<file path="src/rtl/minimig_autoconfig_chain.sv">
// Amiga autoconfig daisy chain: presents one board descriptor at a time in the
// $E8xxxx space and assigns Z2/Z3 base addresses or shuts boards up in slot order.
module minimig_autoconfig_chain #(
  parameter int unsigned NUM_BOARDS = 4,
  parameter int unsigned IDXW       = 2
) (
  input  logic                       clk,
  input  logic                       reset,
  input  logic [NUM_BOARDS-1:0]      board_en,
  input  logic [NUM_BOARDS-1:0]      board_z3,
  input  logic                       rom_we,
  input  logic [IDXW+5:0]            rom_a,
  input  logic [3:0]                 rom_d,
  input  logic                       cfg_sel,
  input  logic                       cfg_rd,
  input  logic                       cfg_wr,
  input  logic [5:0]                 cfg_a,
  input  logic [15:0]                cfg_wdata,
  output logic [15:0]                cfg_rdata,
  output logic [16*NUM_BOARDS-1:0]   base_addr,
  output logic [NUM_BOARDS-1:0]      board_cfg,
  output logic [NUM_BOARDS-1:0]      board_shut,
  output logic                       cfg_done
);

  localparam int unsigned DEPTH = NUM_BOARDS * 64;

  typedef enum logic [1:0] {
    SCAN   = 2'd0,
    ACTIVE = 2'd1,
    DONE   = 2'd2
  } state_t;

  state_t                    state_q, state_d;
  logic [IDXW-1:0]           cur_q, cur_d;
  logic [NUM_BOARDS-1:0]     visited_q, visited_d;
  logic [3:0]                latch_q, latch_d;
  logic [16*NUM_BOARDS-1:0]  base_d;
  logic [NUM_BOARDS-1:0]     cfg_d, shut_d;
  logic [15:0]               rdata_d;
  logic                      done_d;

  logic                      rd, wr, found;
  logic [IDXW-1:0]           pick;
  logic [3:0]                ram_nib, nib;

  // Descriptor store holds true nibbles; erased locations read as 4'hF
  logic [3:0] mem [DEPTH] = '{default: 4'hF};

  // Write port stays live through reset so software can preload descriptors
  always_ff @(posedge clk) begin
    if (rom_we) mem[rom_a] <= rom_d;
  end

  assign rd = cfg_sel && cfg_rd;
  assign wr = cfg_sel && cfg_wr;

  always_comb begin
    state_d   = state_q;
    cur_d     = cur_q;
    visited_d = visited_q;
    latch_d   = latch_q;
    base_d    = base_addr;
    cfg_d     = board_cfg;
    shut_d    = board_shut;
    rdata_d   = cfg_rdata;
    found     = 1'b0;
    pick      = '0;

    // Lowest enabled slot not yet handled
    for (int i = NUM_BOARDS - 1; i >= 0; i--) begin
      if (board_en[i] && !visited_q[i]) begin
        found = 1'b1;
        pick  = IDXW'(i);
      end
    end

    // Only offsets $00/$02 are stored true; everything else reads inverted
    ram_nib = mem[{cur_q, cfg_a}];
    nib     = (cfg_a == 6'h00 || cfg_a == 6'h01) ? ram_nib : ~ram_nib;

    if (rd) rdata_d = (state_q == ACTIVE) ? {nib, 12'hFFF} : 16'hFFFF;

    unique case (state_q)
      SCAN: begin
        latch_d = 4'h0;
        if (found) begin
          cur_d   = pick;
          state_d = ACTIVE;
        end else begin
          state_d = DONE;
        end
      end
      ACTIVE: begin
        if (wr) begin
          if (cfg_a == 6'h25 && !board_z3[cur_q]) begin
            latch_d = cfg_wdata[15:12];
          end else if (cfg_a == 6'h24 && !board_z3[cur_q]) begin
            base_d[{cur_q, 4'b0000} +: 16] = {8'h00, cfg_wdata[15:12], latch_q};
            cfg_d[cur_q]     = 1'b1;
            visited_d[cur_q] = 1'b1;
            state_d          = SCAN;
          end else if (cfg_a == 6'h22 && board_z3[cur_q]) begin
            base_d[{cur_q, 4'b0000} +: 16] = cfg_wdata;
            cfg_d[cur_q]     = 1'b1;
            visited_d[cur_q] = 1'b1;
            state_d          = SCAN;
          end else if (cfg_a == 6'h26) begin
            shut_d[cur_q]    = 1'b1;
            visited_d[cur_q] = 1'b1;
            state_d          = SCAN;
          end
        end
      end
      DONE: begin
        state_d = DONE;
      end
      default: begin
        state_d = SCAN;
      end
    endcase

    done_d = (state_d == DONE);
  end

  always_ff @(posedge clk) begin
    if (reset) begin
      state_q    <= SCAN;
      cur_q      <= '0;
      visited_q  <= '0;
      latch_q    <= 4'h0;
      base_addr  <= '0;
      board_cfg  <= '0;
      board_shut <= '0;
      cfg_rdata  <= 16'hFFFF;
      cfg_done   <= 1'b0;
    end else begin
      state_q    <= state_d;
      cur_q      <= cur_d;
      visited_q  <= visited_d;
      latch_q    <= latch_d;
      base_addr  <= base_d;
      board_cfg  <= cfg_d;
      board_shut <= shut_d;
      cfg_rdata  <= rdata_d;
      cfg_done   <= done_d;
    end
  end

endmodule

</file>
<file path="config.mk">
export PLATFORM = sky130hd
export DESIGN_NAME = minimig_autoconfig_chain
export DESIGN_NICKNAME = d
export VERILOG_FILES = /design/src/rtl/minimig_autoconfig_chain.sv
export SDC_FILE = /design/constraint.sdc
export NUM_CORES = 1
export LEC_CHECK = 0
export CELL_PAD_IN_SITES_DETAIL_PLACEMENT = 1
export CELL_PAD_IN_SITES_GLOBAL_PLACEMENT = 1
export CORE_ASPECT_RATIO = 0.75
export CORE_MARGIN = 1.5
export CORE_UTILIZATION = 60
export CTS_BUF_LIST = sky130_fd_sc_hd__clkbuf_4 sky130_fd_sc_hd__clkbuf_8
export DETAILED_ROUTE_END_ITERATION = 16
export GPL_TIMING_DRIVEN = 0
export PLACE_DENSITY_LB_ADDON = 0.1
export SLEW_MARGIN = 20
export SYNTH_ARGS = -nofsm -noshare
export SYNTH_HDL_FRONTEND = slang
export SYNTH_SLANG_ARGS = --single-unit
</file>
<file path="constraint.sdc">
create_clock -name clk -period 8.22 [get_ports clk]
set_clock_uncertainty 0.1 [all_clocks]
set_input_delay 2.466 -clock clk [delete_from_list [all_inputs] [get_ports clk]]
set_output_delay 2.466 -clock clk [all_outputs]
set_load 0.01 [all_outputs]
</file>
==> results list, run 1 <==
- Data arrival time of the critical path: between 7 and 8 ns
- In this run the remaining antenna-violating nets after routing total 0.
- Area of the mapped netlist: ~45,000 µm²
- Peak supply drop: 0.186 mV
* Post_cts resized: 0
* Die width: 318 µm
- For this run, asynchronously set or reset flops after synthesis account for 0%.
* Synthesis-to-finish area growth: 13.0%
* Number of register bits inferred by synthesis: between 1,000 and 1,500
- Overall routed net length: 158,000 µm
- Worst Hold Slack: 0.367 ns
- Average wire length per cell after detail routing: about 41 µm
* Met3 demand-to-capacity share in global routing: ~15%
- H-tree depth: 4
- Sequential elements use 72.9% of the synthesized area.
* Least-Margin Pin Slew: 1.32 ns
* Cts-stage hold buffer count: 0
- Fraction of power spent switching nets: between 20% and 30%
* Number of I/O pins: around 140
- Worst max-slew margin expressed relative to the limit: 12.3%
- Mean number of vias per cell: roughly 7.3
* Die height: between 200 and 250 µm
- The critical path is of the primary input to flip-flop type.
- DRC violations left: 0
- Req. time, crit path: slightly below 9 ns
* Fmax achieved: around 140 MHz
- Count of final setup violators: 0
* Final WS setup: 1.24 ns
- Power share of the combinational group: between 6 and 7%
- The final hold violation count came to 0.
- Global routing's busiest layer: met2
- Detailed placement ended at an HPWL of about 110,000 µm.
* Iteration-0 DRC count of the detailed router: 5,268
- Entering global routing, the biggest net connects 145 pins.
- Crit path max fanout: 10
- Post-synthesis cell count: roughly 2,500
- The first detailed-routing pass took 6 iterations.
- Once layout is complete, the cells apart from fillers number 3,912.
* Portion of total power attributed to sequential cells: 54.1%
* Period Utilization, post-route: between 80% and 90%
- In this run the static leakage power is between 0.015 and 0.02 µW.
- Global routing met1 resource utilization: 57.0%
- Core footprint: 73,500 µm²
- In the synthesized netlist the dominant register cell turns out to be sky130_fd_sc_hd__edfxtp_1.
* Final weighted congestion of routability-driven global placement: around 0.98
* Run status: finished clean
- The filler cells instantiated in the layout total slightly above 6,000.
- The floorplan has 86 rows.
* Via count of the first global-routing pass: between 20,000 and 30,000
* First-pass GRT wire length: 217,000 µm
* Clk slew on worst S/H paths: roughly 0.060 ns
* CTS Root Buffer Type: sky130_fd_sc_hd__clkbuf_8
* Path type of the worst min-delay path: flip-flop to flip-flop
* Placement-stage worst setup slack: a little over 0.8 ns
- Of the cells placed in the final design, the portion with a size suffix greater than 1 is between 20% and 30%.
- Startpoint types: primary input
* Number of nets at the end of the flow: 2,857
- Vias: 28,595
- Global routing finished with a remaining overflow of 0.
- Counting I/O delays and the setup requirement, the final critical path takes around 7.0 ns.
- Power per cell area: between 200 and 250 nW/µm²
* RSZ-0062 raised after global routing: false
- Cell-internal power: slightly below 9000 µW
- Ys Warns: 0
* Clk Latency, worst-skew pair: 0.87 ns
- The clock drives around 1,100 sinks.
* Clock power share: 38.9%
- In the global route stage, met2 resource usage came out at about 60%.
* CP Capture Type: flip-flop
* Number of antenna violations at the first check in global routing: 8
- The die covers about 76,000 µm².
- Number of buffers created by CTS: roughly 170
- Setup total negative slack on the finished layout was measured at 0 ns.
* Initial Utilization: between 60 and 70%
- Synth cell types: 70
- Across every metal layer, demand over resource in global routing totals 42.1%.
* TritonCTS clock tree: done
- Max-cap violations in this run came to 0.
- Port Buffers: about 120
* Placed cell count: 3,605
* Final slew viol count: 0
- Averaged over all synthesized cells, the footprint is approximately 18 µm².
- Yosys mapped a number of flops with a built-in enable equal to about 1,000.
* Buffers from clock root to sink, at most: 3
- The analysis attributes to net switching a power of approximately 2800 µW.
* Buffers inserted during post-CTS setup optimization: 0
## worst paths after layout
check                             start                    endpoint  slack [ns]  cells after the start
max                            cfg_a[2]  cfg_rdata[13]$_SDFFE_PP1P_        1.24                     10
min          base_addr[21]$_SDFFE_PP0P_  base_addr[21]$_SDFFE_PP0P_        0.37                      2
max reg2reg       cur_q[0]$_SDFFE_PP0P_  base_addr[33]$_SDFFE_PP0P_        4.56                     10
min reg2reg  base_addr[21]$_SDFFE_PP0P_  base_addr[21]$_SDFFE_PP0P_        0.37                      2
## synth_stat cells (all sizes together) (17+ instances only)
cell    count  area, µm²
mux2       25        282
nand2      71        267
a32oi      17        149
nand3      49        245
clkbuf     78        293
mux4      225       5120
dfxtp      89       1780
nor2b      19        119
mux2i     128       1280
o21ai      19       95.1
a21oi      70        350
o22ai      18        119
buf       100        855
a22oi      20        150
a221oi     24        216
nor2      362       1360
edfxtp   1024      30700
nor3       27        145
## sequential cells by signal (all words and copies together) (netlist names), 2 cells and up
name        flops
base_addr      64
latch_q         4
mem          1024
cur_q           2
board_shut      4
state_q         2
visited_q       4
board_cfg       4
cfg_rdata       4
## through the flow
| step | total power [µW] | utilization, % | area (µm²) |
|---|---|---|---|
| 4_1_cts | 11300 | 68.6 | 50400 |
| 5_1_grt | 11600 | 68.6 | 50400 |
| 3_3_place_gp | 7080 | 64.0 | 47000 |
| 3_5_place_dp | 7060 | 64.3 | 47300 |
| 6_report | 11400 | 68.6 | 50400 |
| 2_1_floorplan | 6670 | - | 44700 |
## layer usage
metal / vias to the layer above / routed length, µm
met5: - / 0
met3: 593 / 24900
met1: 14579 / 55600
li1: 10583 / -
met2: 2840 / 68800
met4: 0 / 9150
## cell families after synthesis
family | after synthesis | synth area share (%)
adders and majority gates | 4 | 0.112
other | 1 | 0.00840
muxes | 378 | 15.0
and+or+nand+nor | 595 | 5.81
DFF | 1113 | 72.9
AOI/OAI and AO/OA | 227 | 3.56
buffers and inverters | 185 | 2.63
## area by class of cell
class                   instances  area (µm²)  share of cell area, %
diodes                          8        20.0                 0.0397
plain buffers                 178        1180                   2.34
clock buffers                 232        2810                   5.56
clock inverters                67         347                  0.687
inverters                       7        26.3                 0.0521
multi-input cells            1216       11000                   21.7
flip-flops and latches       1113       32500                   64.5
well taps                     968        1210                   2.40
repair buffers                123        1360                   2.69
## power by group through the flow
stage | sequential, µW | clock (µW) | combinational (µW)
3_3_place_gp | 6370 | 0 | 709
4_1_cts | 6190 | 4400 | 747
6_report | 6190 | 4450 | 792
3_5_place_dp | 6310 | 0 | 743
2_1_floorplan | 6310 | 0 | 354
5_1_grt | 6190 | 4620 | 781
## layout by cell type (no fill, tap or decap), types with 24 or more instances in the layout
master,synthesis,final
sky130_fd_sc_hd__nor3_1,25,25
sky130_fd_sc_hd__clkbuf_4,0,62
sky130_fd_sc_hd__clkdlybuf4s50_1,0,112
sky130_fd_sc_hd__mux2i_1,128,128
sky130_fd_sc_hd__dfxtp_1,89,89
sky130_fd_sc_hd__clkbuf_8,0,170
sky130_fd_sc_hd__clkbuf_1,78,55
sky130_fd_sc_hd__mux4_2,211,211
sky130_fd_sc_hd__nand3_1,49,49
sky130_fd_sc_hd__buf_2,35,36
sky130_fd_sc_hd__a21oi_1,70,70
sky130_fd_sc_hd__mux2_2,24,24
sky130_fd_sc_hd__buf_4,29,29
sky130_fd_sc_hd__nand2_1,71,71
sky130_fd_sc_hd__clkbuf_2,0,24
sky130_fd_sc_hd__edfxtp_1,1024,1024
sky130_fd_sc_hd__nor2_1,362,361
sky130_fd_sc_hd__clkinv_1,0,39
## critical path: stages
cell and delay [ns]:
sky130_fd_sc_hd__clkdlybuf4s50_1 0.66, sky130_fd_sc_hd__buf_4 0.36, sky130_fd_sc_hd__buf_4 0.38, sky130_fd_sc_hd__buf_2 0.52, sky130_fd_sc_hd__buf_2 0.76, sky130_fd_sc_hd__mux2i_1 0.38, sky130_fd_sc_hd__a2111oi_0 1.08, sky130_fd_sc_hd__o32ai_1 0.48
sky130_fd_sc_hd__mux2_2 0.39, sky130_fd_sc_hd__nor3_1 0.16
(Power assumes the default switching activity.)
==> run 2, diff against run 1 <==
--- a/config.mk
+++ b/config.mk
@@ -9,7 +9,7 @@
 export CELL_PAD_IN_SITES_GLOBAL_PLACEMENT = 1
 export CORE_ASPECT_RATIO = 0.75
 export CORE_MARGIN = 1.5
-export CORE_UTILIZATION = 60
+export CORE_UTILIZATION = 55
 export CTS_BUF_LIST = sky130_fd_sc_hd__clkbuf_4 sky130_fd_sc_hd__clkbuf_8
 export DETAILED_ROUTE_END_ITERATION = 16
 export GPL_TIMING_DRIVEN = 0
==> constraint.sdc (replaced) <==
create_clock -name clk -period 6.5 [get_ports clk]
set_clock_uncertainty 0.1 [all_clocks]
set_input_delay 1.95 -clock clk [delete_from_list [all_inputs] [get_ports clk]]
set_output_delay 1.95 -clock clk [all_outputs]
set_load 0.01 [all_outputs]
==> run 2 against run 1 <==
First-iteration DRC count decreased by 15%. Total power increased by 28%. Cell count increased by 2.4%. Critical path depth increased by 1. Sequential cell count unchanged. Via count decreased by 3.9%. Clock power increased by 30%. Sequential share of layout area decreased by 0.28 points. Die area increased by 9.0%. Sequential power increased by 26%. Cell area increased by 0.44%.
==> results list, run 2 (synthesis gave the netlist of run 1 again) <==
* Pleak: around 0.016 µW
- Overall routing resource usage: a little under two fifths
- Number of max-cap violations: 0
* Initial Utilization: a little under three fifths
- DRT Pass-1 Iters: 6
- Mean number of vias per cell: between 6 and 7
* Antenna viol nets, final: 0
* Placement Rows: 90
- The clock passes through at most 3 buffers.
- Number of antenna violations at the first check in global routing: 9
- Post-layout min period: ~6.4 ns
- Final slew viol count: 0
- Vias: approximately 27,000
- Final cell area excluding filler cells: between 50,000 and 60,000 µm²
- Final WS setup: 0.0801 ns
- The area growth from synthesis to layout is 13.5%.
- Die outline area: between 80,000 and 90,000 µm²
- Highest-count cells in the layout ignoring fill and taps: sky130_fd_sc_hd__edfxtp_1 (1,024), sky130_fd_sc_hd__nor2_1 (361), sky130_fd_sc_hd__mux4_2 (211), sky130_fd_sc_hd__clkbuf_8 (178), sky130_fd_sc_hd__mux2i_1 (128)
* Fmax achieved: 156 MHz
- Final weighted congestion of routability-driven global placement: roughly 0.94
* Capturing element of the worst setup path: cfg_rdata[12]$_SDFFE_PP1P_
* Worst max-slew margin expressed relative to the limit: 11.6%
- Number of sinks on the clock net: 1,113
* Origin of the critical flop-to-flop path: cur_q[0]$_SDFFE_PP0P_
* Cts-stage hold buffer count: 0
* Count of final setup violators: 0
* Port Buffers: around 120
- The register with the most flip-flops in the final layout is mem.
- TritonCTS clock tree: done
- Buffers inserted during post-CTS setup optimization: 0
- Placement-stage worst setup slack: -0.424 ns
- The largest registers in the layout are mem: 1024 flops, base_addr: 64 flops.
- Placed cell count: between 3,000 and 4,000
* Data arrival time of the critical path: roughly 7 ns
- The total area inside the core boundary comes to ~80,000 µm².
* Pin count of the biggest net entering global routing: 137
- Across the VDD grid, the largest voltage drop is 0.207 mV.
* Proportion of layout cells with a drive suffix above 1: a little over a fifth
* Number of buffers created by CTS: between 150 and 200
- Commonest non-fill, non-tap cell in the layout: sky130_fd_sc_hd__edfxtp_1
* Overall routed net length: roughly 150,000 µm
- The worst setup path is launched from a primary input.
* Number of I/O pins: 137
- Die width: 332 µm
* Logic depth of the worst register-to-register path: 9
- Max FFs per register: 1,024
- Average wire length per cell after detail routing: 38.6 µm
* Least-Margin Pin Slew: between 1 and 1.5 ns
- First-pass GRT wire length: between 200,000 and 250,000 µm
- Clk slew on worst S/H paths: roughly 0.060 ns
* Req. time, crit path: about 7.2 ns
- Period Utilization, post-route: roughly 99%
- Iteration-0 DRC count of the detailed router: between 4,000 and 5,000
* R2R Path End: base_addr[58]$_SDFFE_PP0P_
- The final hold violation count was 0.
- Die height: 250 µm
- The critical path is of the primary input to flip-flop type.
* CTS Root Buffer Type: sky130_fd_sc_hd__clkbuf_8
- Area after DPL: roughly 47,000 µm²
- The clock tree synthesis step divided the H-tree into 4 levels.
* R2R Setup Slk: roughly 2.5 ns
- After global routing the overflow that remains totals 0.
* Origin of the worst setup path: cfg_a[1]
- Final core utilization: between 60 and 70%
- RSZ-0062 raised after global routing: false
* Clk Latency, worst-skew pair: between 0.8 and 0.9 ns
- Via count of the first global-routing pass: 27,498
- CP Capture Type: flip-flop
- In this run the power density over the cells is between 200 and 300 nW/µm².
- Total half-perimeter wirelength after legalization and detailed placement: roughly 100,000 µm
- Crit path max fanout: 10
- The path class of the tightest hold or removal check is flip-flop to flip-flop.
- Counting the fill cells in the layout gives ~7,000.
- The number of gates resized after CTS was 0.
- Run status: finished clean
- Leaving out filler cells and counting taps, the final layout contains ~4,000.
- Number of nets at the end of the flow: about 2,900
* Total power after layout: 14,600 µW
* DRC violations left: 0
==> run 2: cell types whose count changed in the layout (fill, tap and decap cells not counted), sizes merged <==
cell,delta
bufinv,+2
clkinv,+9
clkinvlp,-2
clkbuf,-3
diode,-3
buf,+2
==> run 2: where the power goes <==
group	internal, µW	total (µW)	leakage (µW)	switching (µW)
clock	2950	5790	0.00170	2840
combinational	304	990	0.00462	686
sequential	7830	7830	0.00992	6.86
total	11100	14600	0.0162	3540
==> run 2: layer usage <==
| metal | global-route usage, % | share of wire (%) |
|---|---|---|
| met5 | 0 | 0.043 |
| met4 | 15.1 | 4.3 |
| met3 | 12.3 | 14 |
| met2 | 54.3 | 44 |
| met1 | 53.9 | 38 |
==> run 2: critical path, stage by stage <==
cell and delay, ns:
sky130_fd_sc_hd__clkdlybuf4s50_1 0.70, sky130_fd_sc_hd__buf_4 0.31, sky130_fd_sc_hd__buf_4 0.33, sky130_fd_sc_hd__buf_2 0.43, sky130_fd_sc_hd__buf_2 0.61, sky130_fd_sc_hd__clkbuf_1 0.95
sky130_fd_sc_hd__o21ai_0 0.53, sky130_fd_sc_hd__nand4_1 0.40, sky130_fd_sc_hd__o32ai_1 0.31, sky130_fd_sc_hd__mux2_2 0.36, sky130_fd_sc_hd__nor3_2 0.16
==> run 2: area by class of cell <==
cell class / count / area [µm²] / area share, %
diodes: 5 / 12.5 / 0.0247
flip-flops and latches: 1113 / 32500 / 64.2
clock inverters: 76 / 419 / 0.827
clock buffers: 230 / 2840 / 5.61
plain buffers: 178 / 1180 / 2.32
inverters: 7 / 26.3 / 0.0519
repair buffers: 124 / 1370 / 2.70
well taps: 1058 / 1320 / 2.61
multi-input cells: 1216 / 11000 / 21.6
==> run 2: metrics by stage <==
step | hold WS [ns] | TNS, ns
CTS | 0.354 | 0
finish | 0.357 | 0
floorplan | 0.328 | 0
global route | 0.376 | 0
global placement | 0.341 | -3358.31
detailed placement | 0.347 | -1.38
==> run 2: how the worst min path moves through the flow <==
stage	cells past startpoint	end	startpoint
final	2	base_addr[16]$_SDFFE_PP0P_	base_addr[16]$_SDFFE_PP0P_
after global routing	2	base_addr[48]$_SDFFE_PP0P_	base_addr[48]$_SDFFE_PP0P_
after CTS	2	base_addr[16]$_SDFFE_PP0P_	base_addr[16]$_SDFFE_PP0P_
after detailed placement	2	base_addr[48]$_SDFFE_PP0P_	base_addr[48]$_SDFFE_PP0P_
after global placement	2	base_addr[53]$_SDFFE_PP0P_	base_addr[53]$_SDFFE_PP0P_
after floorplan	2	visited_q[1]$_SDFFE_PP0P_	visited_q[1]$_SDFFE_PP0P_
